<file path="src/rtl/servo_sweep_sequencer_if.sv">
// Avalon-MM slave bus between the Nios II interconnect and the servo sweep sequencer.
// Reads are combinational (latency 0), so readdata is driven by the slave in the read cycle.
interface servo_sweep_sequencer_if;
    logic [1:0]  address;
    logic        write;
    logic [31:0] writedata;
    logic        read;
    logic [31:0] readdata;

    modport master (
        output address,
        output write,
        output writedata,
        output read,
        input  readdata
    );

    modport slave (
        input  address,
        input  write,
        input  writedata,
        input  read,
        output readdata
    );
endinterface

</file>
<file path="src/rtl/servo_sweep_sequencer.sv">
// Sweeps the servo angle between MIN and MAX one degree per frame, pausing at each
// endpoint with an interrupt until software acknowledges by clearing irq_pending.
module servo_sweep_sequencer #(
    parameter int CLK_PER_STEP = 1_000_000,
    parameter int ANGLE_LIMIT  = 180
) (
    input  logic                          clk,
    input  logic                          reset,
    servo_sweep_sequencer_if.slave        bus,
    output logic                          irq,
    output logic [7:0]                    angle,
    output logic                          angle_step
);
    localparam int                CNT_W    = $clog2(CLK_PER_STEP);
    localparam logic [CNT_W-1:0]  CNT_LAST = CNT_W'(CLK_PER_STEP - 1);
    localparam logic [7:0]        LIMIT    = 8'(ANGLE_LIMIT);

    typedef enum logic [2:0] {
        S_IDLE,
        S_UP,
        S_WAIT_TOP,
        S_DOWN,
        S_WAIT_BOT
    } state_t;

    state_t           state_reg, state_next;
    logic [7:0]       angle_reg, angle_next;
    logic [CNT_W-1:0] cnt_reg, cnt_next;
    logic             pending_reg, pending_next;
    logic             dir_reg, dir_next;
    logic             step_reg, step_next;
    logic [7:0]       min_reg, max_reg;
    logic             run_reg, irq_en_reg;

    logic [2:0]       wr_sel;
    logic [7:0]       wdata_clamped;
    logic             tick;
    logic             unused_wdata;

    genvar gi;
    generate
        for (gi = 0; gi < 3; gi++) begin : g_wr_sel
            assign wr_sel[gi] = bus.write && (bus.address == 2'(gi));
        end
    endgenerate

    assign wdata_clamped = (bus.writedata[7:0] > LIMIT) ? LIMIT : bus.writedata[7:0];
    assign unused_wdata  = ^{bus.writedata[31:10], bus.writedata[8]};
    assign tick          = (cnt_reg == CNT_LAST);

    always_ff @(posedge clk) begin
        if (reset) begin
            state_reg   <= S_IDLE;
            angle_reg   <= 8'd0;
            cnt_reg     <= '0;
            pending_reg <= 1'b0;
            dir_reg     <= 1'b1;
            step_reg    <= 1'b0;
            min_reg     <= 8'd45;
            max_reg     <= 8'd135;
            run_reg     <= 1'b0;
            irq_en_reg  <= 1'b0;
        end else begin
            state_reg   <= state_next;
            angle_reg   <= angle_next;
            cnt_reg     <= cnt_next;
            pending_reg <= pending_next;
            dir_reg     <= dir_next;
            step_reg    <= step_next;
            if (wr_sel[0]) min_reg <= wdata_clamped;
            if (wr_sel[1]) max_reg <= wdata_clamped;
            if (wr_sel[2]) begin
                run_reg    <= bus.writedata[0];
                irq_en_reg <= bus.writedata[1];
            end
        end
    end

    always_comb begin
        state_next   = state_reg;
        angle_next   = angle_reg;
        cnt_next     = cnt_reg;
        pending_next = pending_reg;
        dir_next     = dir_reg;
        step_next    = 1'b0;

        // W1C first so that an endpoint set in the same cycle overrides it.
        if (wr_sel[2] && bus.writedata[9]) pending_next = 1'b0;

        if (!run_reg) begin
            state_next = S_IDLE;
            cnt_next   = '0;
        end else begin
            unique case (state_reg)
                S_IDLE: begin
                    angle_next = min_reg;
                    dir_next   = 1'b1;
                    step_next  = 1'b1;
                    cnt_next   = '0;
                    state_next = S_UP;
                end
                S_UP: begin
                    cnt_next = tick ? '0 : cnt_reg + CNT_W'(1);
                    if (tick) begin
                        if ({1'b0, angle_reg} + 9'd1 >= {1'b0, max_reg}) begin
                            angle_next   = max_reg;
                            pending_next = 1'b1;
                            step_next    = (max_reg != angle_reg);
                            state_next   = S_WAIT_TOP;
                        end else begin
                            angle_next = angle_reg + 8'd1;
                            step_next  = 1'b1;
                        end
                    end
                end
                S_WAIT_TOP: begin
                    cnt_next = '0;
                    if (!pending_reg) begin
                        dir_next   = 1'b0;
                        state_next = S_DOWN;
                    end
                end
                S_DOWN: begin
                    cnt_next = tick ? '0 : cnt_reg + CNT_W'(1);
                    if (tick) begin
                        // angle-1 <= MIN rewritten as angle <= MIN+1 to avoid wrap at 0
                        if (angle_reg == 8'd0 || {1'b0, angle_reg} <= {1'b0, min_reg} + 9'd1) begin
                            angle_next   = min_reg;
                            pending_next = 1'b1;
                            step_next    = (min_reg != angle_reg);
                            state_next   = S_WAIT_BOT;
                        end else begin
                            angle_next = angle_reg - 8'd1;
                            step_next  = 1'b1;
                        end
                    end
                end
                S_WAIT_BOT: begin
                    cnt_next = '0;
                    if (!pending_reg) begin
                        dir_next   = 1'b1;
                        state_next = S_UP;
                    end
                end
                default: state_next = S_IDLE;
            endcase
        end
    end

    always_comb begin
        bus.readdata = 32'd0;
        if (bus.read) begin
            case (bus.address)
                2'd0:    bus.readdata = {24'd0, min_reg};
                2'd1:    bus.readdata = {24'd0, max_reg};
                2'd2:    bus.readdata = {22'd0, pending_reg, dir_reg, 6'd0, irq_en_reg, run_reg};
                default: bus.readdata = {24'd0, angle_reg};
            endcase
        end
    end

    assign irq        = pending_reg & irq_en_reg;
    assign angle      = angle_reg;
    assign angle_step = step_reg;
endmodule

</file>
<file path="src/flat_wrapper.sv">
// flat-port wrapper written by rule: the top's interface ports become plain ports
module servo_sweep_sequencer_flat 
#(
    parameter int CLK_PER_STEP = 1_000_000,
    parameter int ANGLE_LIMIT  = 180
)
  (clk, reset, irq, angle, angle_step, bus_address, bus_write, bus_writedata, bus_read, bus_readdata);
  servo_sweep_sequencer_if bus_i ();
  input  logic clk;
  input  logic reset;
  output logic irq;
  output logic [7:0] angle;
  output logic angle_step;
  input wire logic [$bits(bus_i.address)-1:0] bus_address;
  input wire logic [$bits(bus_i.write)-1:0] bus_write;
  input wire logic [$bits(bus_i.writedata)-1:0] bus_writedata;
  input wire logic [$bits(bus_i.read)-1:0] bus_read;
  output wire logic [$bits(bus_i.readdata)-1:0] bus_readdata;
  assign bus_i.address = bus_address;
  assign bus_i.write = bus_write;
  assign bus_i.writedata = bus_writedata;
  assign bus_i.read = bus_read;
  assign bus_readdata = bus_i.readdata;
  servo_sweep_sequencer #(.CLK_PER_STEP(CLK_PER_STEP), .ANGLE_LIMIT(ANGLE_LIMIT)) u_core (.clk(clk), .reset(reset), .bus(bus_i), .irq(irq), .angle(angle), .angle_step(angle_step));
endmodule
</file>
<file path="config.mk">
export PLATFORM = sky130hd
export DESIGN_NAME = servo_sweep_sequencer_flat
export DESIGN_NICKNAME = d
export VERILOG_FILES = /design/src/rtl/servo_sweep_sequencer_if.sv /design/src/rtl/servo_sweep_sequencer.sv /design/src/flat_wrapper.sv
export SDC_FILE = /design/constraint.sdc
export NUM_CORES = 1
export LEC_CHECK = 0
export BUFFER_PORTS_ARGS = -buffer_cell sky130_fd_sc_hd__clkbuf_2
export CORE_ASPECT_RATIO = 0.75
export CORE_UTILIZATION = 32
export DETAILED_ROUTE_END_ITERATION = 16
export MAX_ROUTING_LAYER = met4
export PLACE_DENSITY_LB_ADDON = 0.1
export SETUP_SLACK_MARGIN = 0.2
export SLEW_MARGIN = 10
export SYNTH_ARGS = -nofsm -noshare
export SYNTH_HDL_FRONTEND = slang
export SYNTH_SLANG_ARGS = --single-unit
export TNS_END_PERCENT = 50
</file>
<file path="constraint.sdc">
create_clock -name clk -period 3.2 [get_ports clk]
set_input_delay 0.32 -clock clk [delete_from_list [all_inputs] [get_ports clk]]
set_output_delay 0.32 -clock clk [all_outputs]
set_load 0.02 [all_outputs]
</file>
==> results of run 1 <==
-- critical path, stage by stage, from the launching register on --
cell and delay (ns):
dfxtp_1 0.34, buf_4 0.22, nand3_1 0.14, nor2_1 0.17
and3_1 0.19, xor2_1 0.26, ha_1 0.20, nand4_1 0.09
o21bai_1 0.27, a31oi_4 0.06, buf_4 0.21, a311oi_4 0.28
o211ai_1 0.14, a211oi_1 0.22
-- routing by layer --
| metal | part of all wire [%] | up-vias | wire (µm) |
|---|---|---|---|
| met5 | 0 | - | 0 |
| met3 | 4.5 | 9 | 570 |
| met2 | 38 | 114 | 4820 |
| met4 | 0.68 | 0 | 86 |
| li1 | - | 1941 | - |
| met1 | 57 | 1883 | 7190 |
-- stage by stage --
step | hold slack (ns) | cells | worst slack [ns] | cell area [µm²]
floorplan | 0.438 | 549 | 0.209 | 4220
global placement | 0.475 | 721 | 0.276 | 4440
detailed placement | 0.475 | 721 | 0.269 | 4440
CTS | 0.288 | 729 | 0.235 | 4580
global route | 0.301 | 729 | 0.193 | 4630
finish | 0.287 | 729 | 0.346 | 4630
-- cells by family (layout without fill, tap and decap cells) --
group                      after synthesis  count (layout)  synth area share [%]
AOI/OAI and AO/OA                      133             133                  22.3
xor gates and xnor gates                42              42                  8.91
adders and majority gates               21              21                  6.36
buffers and inverters                   67              81                  9.54
DFF                                     52              52                  25.2
muxes                                    5               5                  1.82
other                                    1              22                0.0908
and+or+nand+nor                        207             207                  25.8
-- Yosys cell counts (2+ instances only) --
cell type	number
a211o_1	8
or2b_2	2
inv_1	16
xor2_1	27
a21oi_1	39
nand2b_1	3
mux4_2	2
a31oi_1	3
nand2_1	44
o21ai_0	22
nand4_1	11
nor3_1	14
nor2b_1	10
a211oi_1	7
o21a_1	3
nor4_1	7
clkbuf_1	20
nand3_1	31
buf_4	23
and3_1	9
nor3b_1	6
a311oi_1	3
and2b_2	2
clkbuf_8	5
nor2_1	43
a21o_1	3
nand3b_1	4
o2111ai_1	5
a22oi_1	11
ha_1	21
and2_1	7
o31a_1	2
xnor2_1	15
dfxtp_1	52
a311o_1	2
o211ai_1	6
mux2i_1	3
or3_1	5
-- final timing paths --
kind	start	to	depth (start not counted)
setup / recovery	u_core.angle[1]$_SDFFE_PP0P_	u_core.state_reg[1]$_SDFFE_PP0P_	13
hold reg to reg	u_core.max_reg[6]$_SDFFE_PP0P_	u_core.max_reg[6]$_SDFFE_PP0P_	2
hold / removal	bus_writedata[0]	u_core.run_reg$_SDFFE_PP0P_	3
setup reg to reg	u_core.angle[1]$_SDFFE_PP0P_	u_core.state_reg[1]$_SDFFE_PP0P_	13
-- power by group through the flow --
stage	sequential [W]	combinational, W	clock, W
after CTS	0.000675	0.000256	0.000562
after global placement	0.000690	0.000253	0
after global routing	0.000677	0.000285	0.000596
after floorplan	0.000688	0.000199	0
after detailed placement	0.000690	0.000254	0
final	0.000675	0.000259	0.000549
-- area by class of cell --
class	count	area, µm²
tap	166	208
clock buffer	5	125
timing repair buffer	57	343
inverter	16	60.1
sequential	52	1040
fill	1373	7810
multi-input combinational	430	2830
clock inverter	3	21.3
==> results.cfg, run 1 <==
[synthesis]
ys_ff_latch = 52
synthArstFlopShare_pct = 0
yosysWarnings = 0
netlist_instances = 528
synth_edf_count = 0
netlist.area_leader.share_pct = 25.2
yosysTopAreaCell = dfxtp_1
syn-cell-area_mm2 = 0.00413
avgSynthCellArea_um2 = 7.82
ys_types = 70
ys_seq_area_share_pct = 25.2
synthFlopType = dfxtp_1
synth_area_leaders = dfxtp_1 25%, ha_1 6.4%, xor2_1 5.7%, a21oi_1 4.7%, buf_4 4.2%

[power]
switching_share_pct = 29.5
p_seq_share_pct = 45.5
p_sw_w = 0.000438
power.internal_w = 0.00105
p_leak_nw = 1.79
pwr-share-clk_pct = 37.0
p_total_w = 0.00148
power-per-cell-area_mw_per_mm2 = 320
vdd_drop_max_v = 0.000166
pwr-share-comb_pct = 17.5

[sta]
drv_slew = 0
tns_ns = 0
fmax_mhz = 350
rsz0062_at_grt = true
slew_headroom_pct = 54.9
setup_viol = 0
post-route-period-util_pct = 89.2
hold_viol = 0
fin_crit_ns = 2.85
skew_ns = 0.00580
tightestPinTransition_ns = 0.672

[cts]
cts.sinks = 52
clkTransAtPathRegs_ns = 0.07
cts-htree-levels = 2
clockBufferDepth = 2
cts_tree = yes
clk_latency_ns = 0.30
root_buffer = clkbuf_16
cts_buffers = 5
postCtsResizedCells = 0
cts_setup_buffers = 0
cts-hold-fix-buffers = 0

[grt]
track_usage_pct = 19.9
grt_busiest_layer = met1
grt_max_degree = 30
grt_pass1_vias = 3606
antenna_found_initial = 0
grt_pass1_wl_um = 20100
overflow = 0
use_met3_pct = 2.37
use_met1_pct = 31.5
use_met2_pct = 26.0

[worst_setup_path]
cp_max_fo = 10
start_kind = register
rrSetupSlack_ns = 0.35
crit_type = reg -> reg
timing.critical_path.to_type = register
worstPathRequired_ns = 3.41
critical_path_arrival_ns = 3.07

[route]
drt_iter0_drc = 210
firstDrtPassIters = 4
drc_errors = 0
avgViaCountPerCell = 5.41
final_antenna_net_count = 0
wl_um = 12700
num_vias = 3947
routedWlPerCell_um = 17.4

[final_layout]
layout-drive-gt1-share_pct = 16.5
largest_register_ffs = 20
antenna-diode-count = 0
final_common_cell = dfxtp_1
area_growth_pct = 12.1
final_nets = 621
final_cell_mix = 50 x dfxtp_1, 44 x nand2_1, 42 x nor2_1
post-route-util_pct = 37.2

[die]
core_area_mm2 = 0.0124
rows = 35
initial_core_util_pct = 33.2
die-area_mm2 = 0.0134
io_pins = 80
die_h_um = 100
fp.dieW_um = 133

[flow_run]
drv_cap = 0

[outcome]
status = completed

[placed_design]
place.gp.congestion = 0.829
io_buffers = 34
dp_hpwl_um = 9830

[worst_hold_path]
hold_class = in -> reg
Power figures use the tool's default switching activity.
==> run 2: changes to the inputs <==
--- a/config.mk
+++ b/config.mk
@@ -7,7 +7,7 @@
 export LEC_CHECK = 0
 export BUFFER_PORTS_ARGS = -buffer_cell sky130_fd_sc_hd__clkbuf_2
 export CORE_ASPECT_RATIO = 0.75
-export CORE_UTILIZATION = 32
+export CORE_UTILIZATION = 56
 export DETAILED_ROUTE_END_ITERATION = 16
 export MAX_ROUTING_LAYER = met4
 export PLACE_DENSITY_LB_ADDON = 0.1
==> run 2 against run 1 <==
Net effect:
- combinational power decreased by 2%
- worst setup slack worse by 0.029 ns
- clock power decreased by 27%
- fmax down 1.0%
- non-clock buffer count fell by 2
- flip-flop and latch count unchanged
- worst hold slack worse by 0.025 ns
- register-to-register slack worse by 0.03 ns
- final area down 3.1%
- via count increased by 3.6%
- global-route usage rose by 11 points
- wire length shrank 11%
- critical endpoint unchanged
==> results.cfg, run 2 (synthesis results as in run 1) <==
[final_layout]
final_area_mm2 = 0.00449
antenna-diode-count = 0
largest_register_ffs = 20
post-route-util_pct = 64.5
final.fill_count = 644
final_common_cell = dfxtp_1
area_growth_pct = 8.63
layout.area.seq_mm2 = 0.00104
multi_input_area_mm2 = 0.00284
final_nets = 619
final_cell_mix = 49 x dfxtp_1, 44 x nand2_1, 42 x nor2_1
layout-drive-gt1-share_pct = 16.4

[flow_run]
drv_cap = 0

[worst_setup_path]
rrSetupSlack_ns = 0.32
timing.critical_path.to_type = register
crit_type = reg -> reg
cp_max_fo = 5
start_kind = register
critical_path_arrival_ns = 3.12
worstPathRequired_ns = 3.44

[grt]
grt_pass1_wl_um = 18000
grt_pass1_vias = 3537
grt_max_degree = 30
track_usage_pct = 30.9
overflow = 0
antenna_found_initial = 0

[route]
routedWlPerCell_um = 17.0
firstDrtPassIters = 5
drc_errors = 0
wl_met3_um = 1220
wl_met1_um = 5390
maxUsedRoutingLayer = met4
final_antenna_net_count = 0
drt_iter0_drc = 379
num_vias = 4091
met2_length_um = 4430
avgViaCountPerCell = 6.21
wl_um = 11200

[power]
power-per-cell-area_mw_per_mm2 = 296
vdd_drop_max_v = 0.000222
p_leak_nw = 1.76
p_total_w = 0.00133

[cts]
root_buffer = clkbuf_8
clk_latency_ns = 0.32
postCtsResizedCells = 0
cts_buffers = 5
cts_setup_buffers = 0
clkTransAtPathRegs_ns = 0.10
clockBufferDepth = 2
cts-htree-levels = 2
cts.sinks = 52
cts_tree = yes
cts-hold-fix-buffers = 0

[die]
io_pins = 80
core_area_mm2 = 0.00696
initial_core_util_pct = 59.3
rows = 26
fp.dieW_um = 101
die_h_um = 76.4
die-area_mm2 = 0.00773

[outcome]
status = completed

[sta]
fin_crit_ns = 2.88
post-route-period-util_pct = 90.1
skew_ns = 0.00539
hold_viol = 0
rsz0062_at_grt = true
tightestPinTransition_ns = 0.692
setup_viol = 0
tns_ns = 0
fmax_mhz = 347
slew_headroom_pct = 53.7
drv_slew = 0

[placed_design]
io_buffers = 34
place_area_mm2 = 0.00434
place.gp.congestion = 0.935
dp_hpwl_um = 8640

[worst_hold_path]
hold_class = in -> reg
-- run 2: changes by cell type in the layout (fill, tap and decap cells not counted), sizes merged --
cell and change:
buf -2
-- run 2: power breakdown --
group | switching (W) | total, W | internal (W) | leakage (nW)
Clock | 0.000243 | 0.000399 | 0.000156 | 0.0445
Sequential | 0.0000155 | 0.000676 | 0.000660 | 0.422
Combinational | 0.000162 | 0.000254 | 0.0000925 | 1.30
Total | 0.000420 | 0.00133 | 0.000909 | 1.76
-- run 2: critical path, stage by stage, from the launching register on --
cell	delay (ns)
dfxtp_1	0.34
and3_2	0.23
and3_4	0.21
nand3_1	0.09
xor2_1	0.17
ha_1	0.30
nand3_1	0.12
a211o_1	0.33
a211o_4	0.38
nor2_1	0.18
buf_4	0.16
o211ai_1	0.08
a211oi_1	0.22
-- run 2: path summary, 6_finish.rpt --
| path | start | to | depth (start not counted) |
|---|---|---|---|
| worst max-delay path | u_core.min_reg[2]$_SDFFE_PP1P_ | u_core.state_reg[1]$_SDFFE_PP0P_ | 12 |
| worst min-delay path | bus_writedata[3] | u_core.max_reg[3]$_SDFFE_PP0P_ | 3 |
| worst max register to register | u_core.min_reg[2]$_SDFFE_PP1P_ | u_core.state_reg[1]$_SDFFE_PP0P_ | 12 |
| worst min register to register | u_core.irq_en_reg$_SDFFE_PP0P_ | u_core.irq_en_reg$_SDFFE_PP0P_ | 2 |
-- run 2: area by class of cell --
type,count,share of cell area (%)
clock buffer,5,1.53
clock inverter,3,0.474
inverter,16,1.34
multi-input combinational,430,63.3
sequential,52,23.3
tap,98,2.73
timing repair buffer,55,7.31
-- run 2: through the flow --
step                hold slack, ns  worst slack (ns)  instances
finish                       0.263             0.317        659
global route                 0.285             0.160        659
CTS                          0.258             0.217        659
detailed placement           0.467             0.242        651
global placement             0.465             0.305        651
floorplan                    0.438             0.209        549
-- run 2: routing by layer --
layer	global-route usage, %	vias up
met4	6.67	0
met1	47.8	1912
li1	-	1937
met3	7.06	20
met2	39.7	222
met5	-	-
==> run 3: changes to the inputs <==
--- a/config.mk
+++ b/config.mk
@@ -7,7 +7,8 @@
 export LEC_CHECK = 0
 export BUFFER_PORTS_ARGS = -buffer_cell sky130_fd_sc_hd__clkbuf_2
 export CORE_ASPECT_RATIO = 0.75
-export CORE_UTILIZATION = 56
+export CORE_MARGIN = 8
+export CORE_UTILIZATION = 60
 export DETAILED_ROUTE_END_ITERATION = 16
 export MAX_ROUTING_LAYER = met4
 export PLACE_DENSITY_LB_ADDON = 0.1
==> constraint.sdc (replaced) <==
create_clock -name clk -period 3.5 [get_ports clk]
set_input_delay 0.35 -clock clk [delete_from_list [all_inputs] [get_ports clk]]
set_output_delay 0.35 -clock clk [all_outputs]
set_load 0.02 [all_outputs]
==> run 3 against run 2 <==
Net effect:
- total power is 8.0% lower
- combinational power is 9.4% lower
- final area is 2.2% lower
- flip-flop and latch count unchanged
- fmax decreased by 3.6%
- critical path type unchanged
- largest power group unchanged
==> results.cfg, run 3 (synthesis results as in run 1) <==
[outcome]
status = completed

[worst_setup_path]
timing.rr.end = u_core.angle[4]$_SDFFE_PP0P_
crit_type = reg -> reg
crit_path_max_incr_delay_ns = 0.43
start_kind = register
reg2regPathDepth = 12
worstPathRequired_ns = 3.72
crit_buf_inv = 1
r2r-start = u_core.min_reg[4]$_SDFFE_PP0P_
critical_path_arrival_ns = 3.21
crit_family = compound AO/OA/AOI/OAI gates
rrSetupSlack_ns = 0.51
timing.critical_path.to_type = register
path_cells = and3_1 > and3_1 > nand3_1 > xor2_1 > ha_1 > nand3_1 > a211o_1 > a211oi_1 > buf_4 > mux2i_1 > o21ai_0 > a2bb2oi_1
slowest_stage = a211oi_1
cp_max_fo = 8

[cts]
cts-hold-fix-buffers = 0
clk_latency_ns = 0.32
cts.sinks = 52
root_buffer = clkbuf_8
postCtsResizedCells = 0
cts-htree-levels = 2
cts_buffers = 5
clockBufferDepth = 2
clkTransAtPathRegs_ns = 0.10
cts_tree = yes
cts_setup_buffers = 0

[die]
core_area_mm2 = 0.00673
die-area_mm2 = 0.00982
io_pins = 80
initial_core_util_pct = 61.3
die_h_um = 87.9
fp.dieW_um = 112
rows = 26

[route]
avgViaCountPerCell = 6.27
num_vias = 4029
final_antenna_net_count = 0
drc_errors = 0
firstDrtPassIters = 5
wl_um = 11300
drt_iter0_drc = 421
routedWlPerCell_um = 17.6

[worst_hold_path]
min-delay-start = bus_writedata[0]
hold-path-cell-count = 3
min_to = u_core.run_reg$_SDFFE_PP0P_
hold_class = in -> reg

[power]
vdd_drop_max_v = 0.000191
p_total_w = 0.00122
p_leak_nw = 1.75
power-per-cell-area_mw_per_mm2 = 279

[placed_design]
io_buffers = 34
place.gp.congestion = 0.958
dp_hpwl_um = 8820

[sta]
skew_ns = 0.00406
tightestPinTransition_ns = 0.631
slew_headroom_pct = 57.8
tns_ns = 0
drv_slew = 0
post-route-period-util_pct = 85.5
setup_viol = 0
fin_crit_ns = 2.99
rsz0062_at_grt = false
fmax_mhz = 334
hold_viol = 0

[final_layout]
layout.area.seq_mm2 = 0.00104
area_growth_pct = 6.27
antenna-diode-count = 0
layout-drive-gt1-share_pct = 14.0
final_cell_mix = 52 x dfxtp_1, 44 x nand2_1, 43 x nor2_1
final.fill_count = 596
final_common_cell = dfxtp_1
final_nets = 617
multi_input_area_mm2 = 0.00277
largest_register_ffs = 20

[grt]
track_usage_pct = 23.9
overflow = 0
grt_pass1_vias = 3629
grt_max_degree = 30
grt_pass1_wl_um = 18500
antenna_found_initial = 0

[flow_run]
drv_cap = 0
-- run 3: cell types whose count changed in the layout (fill, tap and decap cells not counted), moves of 2 or more --
| cell | previous run | this run |
|---|---|---|
| buf_4 | 21 | 19 |
| a211oi_2 | 2 | 0 |
| a211oi_1 | 5 | 7 |
| dfxtp_2 | 3 | 0 |
| and3_1 | 7 | 9 |
| dfxtp_1 | 49 | 52 |
-- run 3: how the worst max path moves through the flow --
stage,slack (ns),startpoint,depth (start not counted),to
final,0.51,u_core.min_reg[4]$_SDFFE_PP0P_,12,u_core.angle[4]$_SDFFE_PP0P_
after global routing,0.22,u_core.min_reg[2]$_SDFFE_PP1P_,12,u_core.angle[4]$_SDFFE_PP0P_
after CTS,0.51,u_core.min_reg[4]$_SDFFE_PP0P_,12,u_core.angle[4]$_SDFFE_PP0P_
after detailed placement,0.54,u_core.min_reg[4]$_SDFFE_PP0P_,12,u_core.angle[4]$_SDFFE_PP0P_
after global placement,0.54,u_core.min_reg[4]$_SDFFE_PP0P_,12,u_core.angle[4]$_SDFFE_PP0P_
after floorplan,0.36,u_core.angle[4]$_SDFFE_PP0P_,12,u_core.angle[3]$_SDFFE_PP0P_
-- run 3: per-layer routing --
layer  vias up  part of all wire (%)  track usage, %
li1       1937                     -               -
met1      1853                    48            34.3
met2       223                    39            32.4
met3        16                    11            5.10
met4         0                   1.4            6.80
met5         -                     0               -
-- run 3: area by class of cell --
| cell class | count | area share (%) |
|---|---|---|
| Sequential cell | 52 | 23.7 |
| Multi-Input combinational cell | 430 | 63.2 |
| Clock inverter | 3 | 0.627 |
| Tap cell | 84 | 2.39 |
| Clock buffer | 5 | 1.57 |
| Inverter | 16 | 1.37 |
| Timing Repair Buffer | 53 | 7.13 |
-- run 3: where the power goes --
group | leakage [nW] | internal, W | switching [W]
registers | 0.421 | 0.000603 | 0.0000142
logic | 1.28 | 0.0000836 | 0.000146
clock network | 0.0463 | 0.000147 | 0.000228
-- run 3: tightest hold or removal path, cell delays in order --
cell and delay [ns]:
clkbuf_2 0.10, nand3_1 0.06, a21oi_1 0.05
-- run 3: stage by stage --
| stage | instances | hold slack, ns | util, % | worst slack, ns | area, µm² |
|---|---|---|---|---|---|
| final | 643 | 0.281 | 65.2 | 0.508 | 4390 |
| after global routing | 643 | 0.309 | 65.2 | 0.223 | 4390 |
| after CTS | 643 | 0.278 | 65.2 | 0.511 | 4390 |
| after detailed placement | 635 | 0.462 | 63.7 | 0.540 | 4290 |
| after global placement | 635 | 0.467 | 63.7 | 0.544 | 4290 |
| after floorplan | 549 | 0.442 | - | 0.358 | 4210 |
